## config.mk

```make
export PLATFORM = sky130hd
export DESIGN_NAME = hazard_scheduler
export DESIGN_NICKNAME = d
export VERILOG_FILES = /design/src/rtl/hazard_scheduler_pkg.sv /design/src/rtl/hazard_scheduler_fwd_select.sv /design/src/rtl/hazard_scheduler.sv
export SDC_FILE = /design/constraint.sdc
export NUM_CORES = 1
export LEC_CHECK = 0
export ABC_AREA = 0
export BUFFER_PORTS_ARGS = -buffer_cell sky130_fd_sc_hd__buf_2
export CORE_MARGIN = 2
export CORE_UTILIZATION = 59
export CTS_BUF_LIST = sky130_fd_sc_hd__clkbuf_8
export CTS_CLUSTER_DIAMETER = 120
export DETAILED_ROUTE_END_ITERATION = 7
export PLACE_DENSITY_LB_ADDON = 0.1
export SLEW_MARGIN = 10
export SYNTH_ARGS = -nofsm -noshare
export SYNTH_HDL_FRONTEND = slang
export SYNTH_HIERARCHICAL = 1
export SYNTH_SLANG_ARGS = --single-unit
```

## constraint.sdc

```tcl
create_clock -name clk -period 2.7 [get_ports clk]
set_input_delay 0.135 -clock clk [delete_from_list [all_inputs] [get_ports clk]]
set_output_delay 0.135 -clock clk [all_outputs]
set_load 0.05 [all_outputs]
```

## src/rtl/hazard_scheduler_pkg.sv

```systemverilog
// Shared types and constants for the MIPS stall/forward scheduler.
package hazard_scheduler_pkg;

  localparam int unsigned GPR_W  = 5;
  localparam int unsigned TNEW_W = 2;
  localparam int unsigned SEL_W  = 2;

  // T_use value meaning "operand never read"
  localparam logic [1:0] T_USE_NONE = 2'd3;

  // Forwarding select encodings
  localparam logic [SEL_W-1:0] FWD_GRF = 2'd0;
  localparam logic [SEL_W-1:0] FWD_E   = 2'd1;
  localparam logic [SEL_W-1:0] FWD_M   = 2'd2;
  localparam logic [SEL_W-1:0] FWD_W   = 2'd3;

  // T_new on entering E
  localparam logic [TNEW_W-1:0] TNEW_ALU  = 2'd1;
  localparam logic [TNEW_W-1:0] TNEW_LOAD = 2'd2;
  localparam logic [TNEW_W-1:0] TNEW_LINK = 2'd0;

  // Per-stage scoreboard entry
  typedef struct packed {
    logic [GPR_W-1:0]  wa;
    logic [TNEW_W-1:0] tnew;
    logic [GPR_W-1:0]  rs;
    logic [GPR_W-1:0]  rt;
  } stage_t;

  // One pipeline step closer to producing the result, floor at zero
  function automatic logic [TNEW_W-1:0] tnew_dec(input logic [TNEW_W-1:0] t);
    return (t == '0) ? '0 : t - TNEW_W'(1);
  endfunction

endpackage

```

## src/rtl/hazard_scheduler_fwd_select.sv

```systemverilog
// Priority picker: nearest stage holding a ready value for addr wins.
module fwd_select
  import hazard_scheduler_pkg::*;
(
  input  logic [GPR_W-1:0]  addr,
  input  logic              e_en,
  input  logic [GPR_W-1:0]  e_wa,
  input  logic [TNEW_W-1:0] e_tnew,
  input  logic              m_en,
  input  logic [GPR_W-1:0]  m_wa,
  input  logic [TNEW_W-1:0] m_tnew,
  input  logic              w_en,
  input  logic [GPR_W-1:0]  w_wa,
  input  logic [TNEW_W-1:0] w_tnew,
  output logic [SEL_W-1:0]  sel
);

  function automatic logic hit(input logic en, input logic [GPR_W-1:0] wa,
                               input logic [TNEW_W-1:0] tnew,
                               input logic [GPR_W-1:0] a);
    return en && (wa == a) && (wa != '0) && (tnew == '0);
  endfunction

  // E over M over W, GRF when nothing is ready
  always_comb begin
    sel = FWD_GRF;
    if (hit(e_en, e_wa, e_tnew, addr))      sel = FWD_E;
    else if (hit(m_en, m_wa, m_tnew, addr)) sel = FWD_M;
    else if (hit(w_en, w_wa, w_tnew, addr)) sel = FWD_W;
  end

endmodule

```

## src/rtl/hazard_scheduler.sv

```systemverilog
// Stall/forward scheduler for the 5-stage F/D/E/M/W MIPS pipeline.
module hazard_scheduler
  import hazard_scheduler_pkg::*;
#(
  parameter int unsigned CNT_W = 32,
  parameter int unsigned REG_W = GPR_W
) (
  input  logic             clk,
  input  logic             reset,
  input  logic [REG_W-1:0] d_rs,
  input  logic [REG_W-1:0] d_rt,
  input  logic [1:0]       d_tuse_rs,
  input  logic [1:0]       d_tuse_rt,
  input  logic [REG_W-1:0] d_wa,
  input  logic [1:0]       d_tnew,
  output logic             stall,
  output logic             flush_e,
  output logic [1:0]       fwd_d_rs,
  output logic [1:0]       fwd_d_rt,
  output logic [1:0]       fwd_e_rs,
  output logic [1:0]       fwd_e_rt,
  output logic [1:0]       fwd_m_rt,
  output logic [CNT_W-1:0] stall_cnt
);

  stage_t            e_q;
  logic [GPR_W-1:0]  m_wa;
  logic [TNEW_W-1:0] m_tnew;
  logic [GPR_W-1:0]  m_rt;
  logic [GPR_W-1:0]  w_wa;
  logic [TNEW_W-1:0] w_tnew;

  logic [GPR_W-1:0]  rs_a;
  logic [GPR_W-1:0]  rt_a;
  logic              stall_rs;
  logic              stall_rt;

  assign rs_a = GPR_W'(d_rs);
  assign rt_a = GPR_W'(d_rt);

  // A source stalls when a producer in E or M cannot deliver by its use cycle
  function automatic logic src_stall(input logic [GPR_W-1:0] a,
                                     input logic [1:0] tuse,
                                     input logic [GPR_W-1:0] ewa,
                                     input logic [TNEW_W-1:0] etn,
                                     input logic [GPR_W-1:0] mwa,
                                     input logic [TNEW_W-1:0] mtn);
    return (a != '0) && (tuse != T_USE_NONE) &&
           (((a == ewa) && (etn > tuse)) || ((a == mwa) && (mtn > tuse)));
  endfunction

  // Combinational stall decision from D inputs and current scoreboard
  always_comb begin
    stall_rs = src_stall(rs_a, d_tuse_rs, e_q.wa, e_q.tnew, m_wa, m_tnew);
    stall_rt = src_stall(rt_a, d_tuse_rt, e_q.wa, e_q.tnew, m_wa, m_tnew);
  end

  assign stall   = stall_rs | stall_rt;
  assign flush_e = stall;

  fwd_select u_fwd_d_rs (
    .addr(rs_a),
    .e_en(1'b1), .e_wa(e_q.wa), .e_tnew(e_q.tnew),
    .m_en(1'b1), .m_wa(m_wa),   .m_tnew(m_tnew),
    .w_en(1'b1), .w_wa(w_wa),   .w_tnew(w_tnew),
    .sel(fwd_d_rs)
  );

  fwd_select u_fwd_d_rt (
    .addr(rt_a),
    .e_en(1'b1), .e_wa(e_q.wa), .e_tnew(e_q.tnew),
    .m_en(1'b1), .m_wa(m_wa),   .m_tnew(m_tnew),
    .w_en(1'b1), .w_wa(w_wa),   .w_tnew(w_tnew),
    .sel(fwd_d_rt)
  );

  fwd_select u_fwd_e_rs (
    .addr(e_q.rs),
    .e_en(1'b0), .e_wa(e_q.wa), .e_tnew(e_q.tnew),
    .m_en(1'b1), .m_wa(m_wa),   .m_tnew(m_tnew),
    .w_en(1'b1), .w_wa(w_wa),   .w_tnew(w_tnew),
    .sel(fwd_e_rs)
  );

  fwd_select u_fwd_e_rt (
    .addr(e_q.rt),
    .e_en(1'b0), .e_wa(e_q.wa), .e_tnew(e_q.tnew),
    .m_en(1'b1), .m_wa(m_wa),   .m_tnew(m_tnew),
    .w_en(1'b1), .w_wa(w_wa),   .w_tnew(w_tnew),
    .sel(fwd_e_rt)
  );

  fwd_select u_fwd_m_rt (
    .addr(m_rt),
    .e_en(1'b0), .e_wa(e_q.wa), .e_tnew(e_q.tnew),
    .m_en(1'b0), .m_wa(m_wa),   .m_tnew(m_tnew),
    .w_en(1'b1), .w_wa(w_wa),   .w_tnew(w_tnew),
    .sel(fwd_m_rt)
  );

  // Scoreboard advance, bubble insertion on stall, saturating stall counter
  always_ff @(posedge clk) begin
    if (reset) begin
      e_q       <= '0;
      m_wa      <= '0;
      m_tnew    <= '0;
      m_rt      <= '0;
      w_wa      <= '0;
      w_tnew    <= '0;
      stall_cnt <= '0;
    end else begin
      m_wa   <= e_q.wa;
      m_tnew <= tnew_dec(e_q.tnew);
      m_rt   <= e_q.rt;
      w_wa   <= m_wa;
      w_tnew <= tnew_dec(m_tnew);
      if (stall) begin
        e_q <= '0;
        if (stall_cnt != '1) stall_cnt <= stall_cnt + CNT_W'(1);
      end else begin
        e_q <= '{wa: GPR_W'(d_wa), tnew: d_tnew, rs: rs_a, rt: rt_a};
      end
    end
  end

endmodule

```

Word-level counts from Yosys, hierarchy flattened
Index checks and enable logic that the tools add are counted.
{"block": "totals", "regBits": 68, "out_inout_bits": 44, "elab_cells": 91}
{"block": "op_classes", "addsub": 3, "magnitude_cmp": 4, "n_eq_ne": 18, "muxes": 11, "bitwise_logic": 1, "reduce_logical": 44}
{"operator": "$eq A5 B5 Y1", "count": 15}
{"operator": "$add A32 B1 Y32 const B", "count": 1}
{"operator": "$ne A32 B32 Y1 const B", "count": 1}
{"operator": "$logic_and A1 B1 Y1", "count": 30}
{"operator": "$reduce_bool A5 Y1", "count": 5}
{"operator": "$mux W2", "count": 11}
{"operator": "$gt A2 B2 Y1", "count": 4}
{"operator": "$logic_not A2 Y1", "count": 3}
{"operator": "$reduce_or A2 Y1", "count": 3}
{"operator": "$ne A2 B2 Y1 const B", "count": 2}
{"operator": "$sub A2 B1 Y2 const B", "count": 2}
{"operator": "$logic_or A1 B1 Y1", "count": 2}
{"operator": "$reduce_and A2 Y1", "count": 1}
{"operator": "$or A1 B1 Y1", "count": 1}

Depth between registers and ports, before layout
Gate-level depths: netlist (run 1).
{"block": "logic_depth", "depth_word": 6, "depth_mapped": 12, "ltp_nobuf": 10}

Modules after synthesis
The synthesis (run 1) kept the hierarchy.
{"module": "hazard_scheduler", "instances": 1, "cells_each": 353, "area_per_inst_um2": 3171.8}
{"module": "fwd_select", "instances": 5, "cells_each": 34, "area_per_inst_um2": 257.7}

Least setup slack after synthesis (run 1)
OpenSTA, ideal clock, no wires.
{"block": "synth_path", "path_type": "register to register", "start": "register stall_cnt[4]", "end": "register stall_cnt[26]", "arrival_time_ps": 2308, "t_required_ps": 2577, "path_slack_ps": 268, "path_stages_with_launch": 7, "n_path_buf": 0, "period_less_slack_ps": 2432, "cell_sequence": "dfxtp_1 > and4_1 > and3_1 > nand3_1 > or4_4 > nor4_1 > mux2_1"}
{"block": "synth_between", "elab_chain_len": 2}
{"item": "start: declaration", "line": "hazard_scheduler.sv:23", "text": "output logic [CNT_W-1:0] stall_cnt"}
{"item": "start signal: assignment", "line": "hazard_scheduler.sv:119", "text": "if (stall_cnt != '1) stall_cnt <= stall_cnt + CNT_W'(1);"}
{"item": "branches (longest 2 deep; another with $add A32 B1 Y32)"}
Several ways; the timed one is not identified.
A chain may end at the register's enable or synchronous reset.

Worst setup path after layout (run 1)
{"block": "layout_path", "start": "register e_q[10] (netlist bit)", "end": "output port stall"}
{"block": "layout_between", "elab_chain_len": 5}
{"item": "start: declaration", "line": "hazard_scheduler.sv:26", "text": "stage_t e_q;"}
{"item": "start signal: assignment", "line": "hazard_scheduler.sv:121", "text": "e_q <= '{wa: GPR_W'(d_wa), tnew: d_tnew, rs: rs_a, rt: rt_a};"}
{"item": "$gt A2 B2 Y1", "line": "hazard_scheduler.sv:49", "text": "(((a == ewa) && (etn > tuse)) || ((a == mwa) && (mtn > tuse)));"}
{"item": "$logic_and A1 B1 Y1", "line": "hazard_scheduler.sv:49"}
{"item": "$logic_or A1 B1 Y1", "line": "hazard_scheduler.sv:49"}
{"item": "$logic_and A1 B1 Y1", "line": "hazard_scheduler.sv:48", "text": "return (a != '0) && (tuse != T_USE_NONE) &&"}
{"item": "$or A1 B1 Y1 *", "line": "hazard_scheduler.sv:58", "text": "assign stall = stall_rs | stall_rt;"}
{"item": "end: declaration", "line": "hazard_scheduler.sv:16", "text": "output logic stall,"}
Every way passes the cells marked *; elsewhere a longest branch is shown, timed or not.

==> flow_summary.yaml, run 1 <==
run_status:
  status: "completed"
power_and_ir_drop:
  p_leak_nw: 2.19
  powerDensity_nw_per_um2: 448
  p_int_w: 0.00164
  power_w: 0.00236
  p_comb_share_pct: 19.1
  p_seq_share_pct: 45.9
  clockPowerShare_pct: 35.1
  switching_power_w: 0.000723
  ir_drop_v: 0.000258
  sw_frac_of_total_pct: 30.6
clock_tree:
  cts_buffers: 9
  clock_path_buffers: 2
  clkLatencyLatePin_ns: 0.35
  cts_root_buf: "clkbuf_8"
  clkTransAtPathRegs_ns: 0.08
  cts.sinks: 68
  cts_tree: "built"
  h-tree-depth: 3
global_routing:
  antenna_found_initial: 0
  grt_first_pass_wirelength_um: 19500
  first_global_vias: 4002
  grt_max_degree: 58
  overflow: 0
  grt_usage_pct: 29.2
timing:
  hold_viol: 0
  period_minus_slack_ns: 2.54
  clock_skew_ns: 0.0135
  slew_headroom_pct: 64.1
  period_share_pct: 94.2
  fin_setup_tns_ns: 0
  tightestPinTransition_ns: 0.538
  setup-violations-final: 0
  max_clock_freq_mhz: 393
  drv_slew: 0
  rsz0062_at_grt: "no"
worst_setup_path:
  required_ns: 2.57
  reg2reg_slack_ns: 0.24
  slowest_stage: "a2111oi_1"
  reg2reg_from: "e_q[10]"
  path_class: "reg2out"
  cp.arrival_ns: 2.41
  cp.buffers_inverters: 4
  cp-start-kind: "flop"
  slowest_delay_ns: 0.39
  worst-r2r-cell-count: 8
  cp_top_family: "compound AO/OA/AOI/OAI gates"
  worstPathMaxFanout: 57
  r2r-end: "stall_cnt[30]"
  path_cells: "inv_1, ha_1, a2111oi_1, a21oi_1, o22a_1, buf_12, inv_2, buf_2"
  endpoint_kind: "output port"
synthesis:
  synth_top_area_share_pct: 30.5
  yosysUniqueCellTypes: 42
  async_flop_share_pct: 0
  synth_ff_type: "dfxtp_1"
  post_synth.cell_area_avg_um2: 8.53
  syn_inst: 523
  synth.most_common_cell: "dfxtp_1"
  synth_seq_area_share_pct: 30.5
  yosysTopAreaCell: "dfxtp_1"
  syn_area_um2: 4460
  synth_common_cells: "dfxtp_1, xor2_1, a21oi_1"
  netlist_top_cells_area: "dfxtp_1, xor2_1, xnor2_1"
  synth_warnings: 6
  synth_edf_count: 0
  ys_ff_latch: 68
floorplanning:
  ios: 67
  start_util_pct: 61.2
  rows: 31
  chipWidth_um: 91.0
  dieHeight_um: 91.0
  design.core.area_um2: 7290
  die-area_um2: 8270
route:
  wirelength_um: 12100
  routed_via_density: 5.95
  wl_per_cell_um: 16.7
  num_vias: 4333
  drt_iter0_drc: 218
  ant_nets: 0
  dr.pass1.iters: 5
  drcViolationCount: 0
place:
  gp_congestion: 0.950
  hpwlAfterDp_um: 8650
  io_buffers: 66
  placed_area_um2: 5030
finish:
  antenna_cells: 0
  nets: 659
  design_area_um2: 5280
  drive_gt1_share_pct: 21.0
  area_growth_syn_to_layout_pct: 18.3
min_path:
  hold_depth: 2
  hold_path_class: "in2reg"
  min_to: "e_q[10]"
  hp-start: "d_tnew[0]"
run:
  drv_cap: 0
[metrics by stage]
| stage | std cells | setup slack, ns | utilization, % | hold slack [ns] |
|---|---|---|---|---|
| floorplan | 541 | 0.268 | - | 0.257 |
| detailed placement | 707 | 0.197 | 68.9 | 0.337 |
| CTS | 728 | 0.0895 | 72.4 | 0.0405 |
| global placement | 707 | 0.282 | 68.9 | 0.333 |
| global route | 728 | 0.0206 | 72.4 | 0.0212 |
| finish | 728 | 0.155 | 72.4 | 0.0299 |
[worst max path at each step]
stage / slack [ns] / cells past startpoint / startpoint / end
global placement: 0.28 / 7 / e_q[11] / stall_cnt[30]
floorplan: 0.27 / 6 / stall_cnt[4] / stall_cnt[26]
finish: 0.16 / 8 / e_q[10] / stall
CTS: 0.09 / 9 / m_tnew[1] / stall
global route: 0.02 / 10 / e_q[10] / stall
detailed placement: 0.20 / 9 / m_tnew[1] / stall_cnt[26]
[final cells by class]
cell class	instances	area, um^2
repair buffers	91	546
multi-input cells	442	3010
flip-flops and latches	68	1360
clock inverters	6	66.3
inverters	13	48.8
well taps	99	124
clock buffers	9	124
fillers	575	2010
[timing repair]
| action | CTS | global route |
|---|---|---|
| setup buffers | 0 | 0 |
| hold buffers | 6 | 0 |
| resized for setup | 0 | 1 |
| setup endpoints to repair | 0 | 5 |
| endpoints found under the hold margin | 6 | 0 |
[layout by cell type, fill, tap and decap left out, types with 20 or more instances in the layout]
cell      n
dfxtp_1  67
buf_2    66
xor2_1   59
a21oi_1  32
o21ai_0  31
nor3_1   28
nand2_1  28
nand4_1  26
xnor2_1  21
nor2b_1  21
and2_1   20
conb_1   20
[cell families after synthesis]
logic type / after synthesis / share of synthesized area (%)
xor gates and xnor gates: 80 / 15.7
and+or+nand+nor: 237 / 31.8
muxes: 6 / 1.51
buffers and inverters: 31 / 3.56
adders and majority gates: 11 / 3.09
AOI/OAI and AO/OA: 88 / 13.7
other: 2 / 0.168
DFF: 68 / 30.5
[sequential cells by signal, summed over array words and instances, names as in the netlist]
register and flops:
m_rt 5, m_tnew 2, w_wa 5, stall_cnt 32, m_wa 5, e_q 17
w_tnew 2
[metal layers]
metal | routed length (um) | GRT usage (%) | vias to the layer above
met5 | 0 | 0 | -
met2 | 6020 | 49.9 | 154
met3 | 692 | 5.06 | 34
met4 | 456 | 15.8 | 0
met1 | 4970 | 34.9 | 2057
li1 | - | - | 2088
[power by group through the flow]
stage	clock [W]	combinational, W	sequential, W
floorplan	0	0.000300	0.00111
detailed placement	0	0.000436	0.00111
global placement	0	0.000425	0.00110
CTS	0.000833	0.000445	0.00108
finish	0.000829	0.000451	0.00108
global route	0.000885	0.000491	0.00109
Power figures use the tool's default switching activity.
==> inputs of run 2 (changes only) <==
CORE_UTILIZATION = 54   (was 59)
SKIP_LAST_GASP = 1   (was not set)
SLEW_MARGIN = 20   (was 10)
clock period = 2.1 ns   (was 2.7 ns; I/O delays follow)
==> run 2 against run 1 <==
  * The run now ends with negative setup slack left
  * Die area increased by 8.8%
  * Sequential power grew 27%
  * Via count is 7.5% higher
  * Setup slack lost 0.51 ns
  * Final cell count is 8.0% higher
  * Total power is 31% higher
  * Utilization increased by 6.5 points
  * First-iteration DRC count down 0.92%
  * Critical endpoint is now stall_cnt[20]
  * Largest power group unchanged
  * Highest routed layer unchanged
==> flow_summary.yaml, run 2 (synthesis results as in run 1) <==
run_status:
  status: "finished with violations"
  violations: "negative setup slack"
worst_setup_path:
  r2r-end: "stall_cnt[20]"
  cp_top_family: "compound AO/OA/AOI/OAI gates"
  worstPathMaxFanout: 6
  path_cells: "ha_4, a21oi_1, nor4_1, a21oi_1, o22a_2, buf_12, buf_4, buf_4, nor4_4, mux2_4"
  reg2reg_from: "m_tnew[1]"
  worst-r2r-cell-count: 10
  slowest_delay_ns: 0.38
  required_ns: 2.33
  cp.arrival_ns: 2.68
  cp.buffers_inverters: 3
  reg2reg_slack_ns: -0.36
  cp-start-kind: "flop"
  path_class: "reg2reg"
  endpoint_kind: "flop"
  slowest_stage: "dfxtp_4"
finish:
  area_growth_syn_to_layout_pct: 43.1
  antenna_cells: 0
  layout_common_cells: "buf_4, xor2_1, buf_2"
  nets: 710
  fin_util_pct: 78.8
  fill_cells: 537
  layout_commonest_cell: "buf_4"
  largest_register: "stall_cnt"
  drive_gt1_share_pct: 38.9
  reg_top3: "stall_cnt: 32 flops, e_q: 17 flops"
  largest_register_ffs: 32
global_routing:
  overflow: 0
  antenna_found_initial: 0
  grt_usage_pct: 30.1
  grt_first_pass_wirelength_um: 21300
  first_global_vias: 4486
  grt_max_degree: 34
route:
  routed.top_layer: "met4"
  drt-met1-wl_um: 5370
  num_vias: 4659
  wl_per_cell_um: 17.8
  drt_iter0_drc: 216
  wirelength_um: 14000
  routed_via_density: 5.93
  dr.pass1.iters: 5
  routed-wl-met2_um: 7370
  ant_nets: 0
  met3_length_um: 870
  drcViolationCount: 0
run:
  drv_cap: 0
floorplanning:
  die-area_um2: 9000
  design.core.area_um2: 8090
  chipWidth_um: 94.9
  rows: 33
  dieHeight_um: 94.9
  start_util_pct: 55.1
  ios: 67
place:
  hpwlAfterDp_um: 9230
  gp_congestion: 0.927
  io_buffers: 66
  pre_cts_ws_ns: -0.224
timing:
  rsz0062_at_grt: "yes"
  clock_skew_ns: 0.0144
  drv_slew: 0
  setup-violations-final: 50
  hold_viol: 0
  slew_headroom_pct: 49.9
  period_minus_slack_ns: 2.46
  period_share_pct: 117
  max_clock_freq_mhz: 407
  tightestPinTransition_ns: 0.751
  worst_slack_ns: -0.357
min_path:
  min_to: "e_q[0]"
  hold_depth: 2
  hold_path_class: "in2reg"
  hp-start: "d_rt[0]"
clock_tree:
  clkTransAtPathRegs_ns: 0.08
  cts_buffers: 9
  cts_root_buf: "clkbuf_8"
  clock_path_buffers: 2
  cts.sinks: 68
  clkLatencyLatePin_ns: 0.34
  h-tree-depth: 3
  cts_tree: "built"
power_and_ir_drop:
  ir_drop_v: 0.000288
  p_leak_nw: 2.60
  powerDensity_nw_per_um2: 486
==> run 2: cell types whose count changed in the layout (fill, tap and decap cells not counted), moves of 10 or more <==
cell / delta
buf_2: -10
buf_4: +42
dfxtp_1: -31
dfxtp_2: +11
dfxtp_4: +20
o21ai_0: -11
==> run 2: timing repair <==
| action | 4_1_cts | 5_1_grt |
|---|---|---|
| gates cloned | 4 | 1 |
| endpoints found under the hold margin | 7 | 0 |
| pin swaps | 21 | 16 |
| setup endpoints to repair | 55 | 60 |
| setup buffers | 9 | 2 |
| gates resized for setup | 30 | 66 |
| hold buffers | 7 | 0 |
==> run 2: layer usage <==
| layer | global-route usage [%] | vias to the layer above |
|---|---|---|
| li1 | - | 2197 |
| met1 | 34.8 | 2224 |
| met2 | 54.0 | 199 |
| met3 | 5.83 | 39 |
| met4 | 12.4 | 0 |
| met5 | 0 | - |
==> run 2: final cells by class <==
class | count | area [um^2] | share of cell area (%)
multi-input combinational | 442 | 3400 | 53.4
tap | 105 | 131 | 2.06
timing repair buffer | 142 | 1150 | 18.1
clock buffer | 11 | 151 | 2.37
clock inverter | 5 | 26.3 | 0.412
sequential | 68 | 1450 | 22.7
inverter | 13 | 61.3 | 0.961
==> run 2: metrics by stage <==
step           instances  instance area (um^2)  hold WS [ns]  TNS (ns)  total power [W]
3_5_place_dp         748                  5530         0.310     -5.45          0.00201
4_1_cts              784                  6120         0.144    -10.07          0.00306
5_1_grt              786                  6380         0.155    -17.34          0.00325
2_1_floorplan        541                  4730         0.226    -0.175          0.00180
3_3_place_gp         748                  5530         0.306     -3.19          0.00198
6_report             786                  6380         0.157    -11.77          0.00310
==> run 2: power breakdown <==
part	switching [W]	total (W)	internal, W
clock	0.000515	0.00100	0.000487
sequential	0.0000632	0.00137	0.00130
combinational	0.000395	0.000733	0.000337
total	0.000973	0.00310	0.00213
==> run 2: worst max path at each step <==
stage / startpoint / end / slack (ns) / depth (start not counted)
final: m_tnew[1] / stall_cnt[20] / -0.36 / 10
after global routing: m_tnew[0] / stall_cnt[28] / -0.44 / 11
after CTS: e_q[11] / flush_e / -0.30 / 9
after detailed placement: e_q[11] / stall_cnt[17] / -0.22 / 8
after global placement: m_tnew[0] / stall_cnt[17] / -0.12 / 10
after floorplan: stall_cnt[12] / stall_cnt[30] / -0.09 / 6
==> inputs of run 3 (changes only) <==
CORE_MARGIN = not set   (was 2)
==> run 3 against run 2 <==
  * The run still ends with negative setup slack left
  * Non-clock buffer count is 1 lower
  * Critical endpoint is now stall_cnt[29]
  * Sequential cell count unchanged
  * Utilization is 1.7 points higher
  * Worst hold slack got worse by 0.13 ns
==> flow_summary.yaml, run 3 (synthesis results as in run 1) <==
place:
  hpwlAfterDp_um: 9270
  placed_area_um2: 5510
  gp_congestion: 0.871
  io_buffers: 66
min_path:
  hold_path_class: "in2reg"
worst_setup_path:
  cp-start-kind: "flop"
  path_class: "reg2reg"
  worstPathMaxFanout: 7
  cp.arrival_ns: 2.79
  endpoint_kind: "flop"
  required_ns: 2.40
global_routing:
  grt.busiest_layer: "met2"
  grt_util_met3_pct: 5.58
  first_global_vias: 4270
  use_met2_pct: 52.6
  grt_first_pass_wirelength_um: 20600
  antenna_found_initial: 0
  grt_max_degree: 30
  overflow: 0
  grt.met1_usage_pct: 36.8
  grt_usage_pct: 30.2
route:
  ant_nets: 0
  wl_per_cell_um: 18.4
  num_vias: 4697
  routed_via_density: 5.99
  drt_iter0_drc: 315
  drcViolationCount: 0
  wirelength_um: 14500
  dr.pass1.iters: 5
clock_tree:
  cts_tree: "built"
  cts_buffers: 9
  cts.sinks: 68
  clkTransAtPathRegs_ns: 0.08
  clock_path_buffers: 2
  cts_root_buf: "clkbuf_8"
  h-tree-depth: 3
  clkLatencyLatePin_ns: 0.36
timing:
  hold_viol: 0
  clock_skew_ns: 0.0150
  period_share_pct: 119
  max_clock_freq_mhz: 401
  worst_slack_ns: -0.396
  drv_slew: 0
  setup-violations-final: 51
  slew_headroom_pct: 57.1
  tightestPinTransition_ns: 0.644
  period_minus_slack_ns: 2.50
  rsz0062_at_grt: "yes"
floorplanning:
  ios: 67
  rows: 32
  design.core.area_um2: 7850
  dieHeight_um: 92.9
  chipWidth_um: 92.9
  die-area_um2: 8630
  start_util_pct: 56.8
power_and_ir_drop:
  ir_drop_v: 0.000389
  power_w: 0.00323
  powerDensity_nw_per_um2: 511
  p_leak_nw: 2.59
run:
  drv_cap: 0
finish:
  fill_cells: 512
  nets: 711
  layout_commonest_cell: "buf_4"
  drive_gt1_share_pct: 39.6
  multi_input_area_um2: 3370
  largest_register_ffs: 32
  reg_top3: "stall_cnt: 32 flops, e_q: 17 flops"
  fin_util_pct: 80.5
  layout_common_cells: "buf_4, xor2_1, buf_2"
  design_area_um2: 6320
  largest_register: "stall_cnt"
  seq_area_um2: 1450
  antenna_cells: 0
  area_growth_syn_to_layout_pct: 41.7
run_status:
  violations: "negative setup slack"
  status: "finished with violations"
## run 3: cell count changes in the layout (fill, tap and decap cells not counted), moves of 3 or more
cell,previous run,this run
and2_1,19,14
and2_4,1,6
buf_6,5,10
o21ai_0,20,25
nor4_2,1,5
o31ai_1,5,9
buf_16,3,0
clkbuf_16,1,4
inv_4,4,1
nor4_1,11,8
o21ai_1,11,8
## run 3: area by class of cell
type | instances | share of cell area, %
clock buffers | 9 | 1.96
inverters | 13 | 1.01
repair buffers | 141 | 17.5
well taps | 102 | 2.02
clock inverters | 7 | 1.21
multi-input cells | 444 | 53.3
flip-flops and latches | 68 | 23.0
## run 3: metal layers
layer / routed length, um / up-vias
li1: - / 2190
met1: 5790 / 2218
met2: 7180 / 241
met3: 968 / 48
met4: 519 / 0
met5: 0 / -
## run 3: repair_timing
| item | CTS | global route |
|---|---|---|
| resized for setup | 16 | 75 |
| pin swaps | 2 | 33 |
| cloned | 0 | 7 |
| endpoints found under the setup margin | 54 | 60 |
| hold buffers | 6 | 0 |
| setup buffers | 0 | 10 |
| hold endpoints to repair | 6 | 0 |
## run 3: final timing paths
path | start | endpoint | slack, ns | depth (start not counted)
max | m_tnew[1] | stall_cnt[29] | -0.40 | 10
max reg2reg | m_tnew[1] | stall_cnt[29] | -0.40 | 10
min reg2reg | stall_cnt[11] | stall_cnt[11] | 0.51 | 2
min | d_tnew[0] | e_q[10] | 0.02 | 2
## run 3: through the flow
step           setup slack (ns)  cells  setup TNS, ns  hold slack (ns)
2_1_floorplan           -0.0878    541         -0.175            0.226
3_3_place_gp             -0.104    745          -1.43            0.306
3_5_place_dp             -0.210    745          -3.32            0.307
4_1_cts                  -0.177    767          -3.91           0.0201
5_1_grt                  -0.439    784         -15.62           0.0176
6_report                 -0.396    784         -13.59           0.0238
## run 3: critical path: stages, from the launching register on
cell	delay [ns]
dfxtp_4	0.37
ha_1	0.29
nand2_1	0.08
nand4_1	0.12
nor4_1	0.32
a21oi_1	0.11
o22a_4	0.29
buf_6	0.16
clkbuf_16	0.15
or4_1	0.40
a21oi_1	0.14
## run 3: power by group
group | internal [W] | total (W) | switching, W
sequential | 0.00130 | 0.00137 | 0.0000621
clock | 0.000554 | 0.00113 | 0.000575
combinational | 0.000333 | 0.000736 | 0.000404
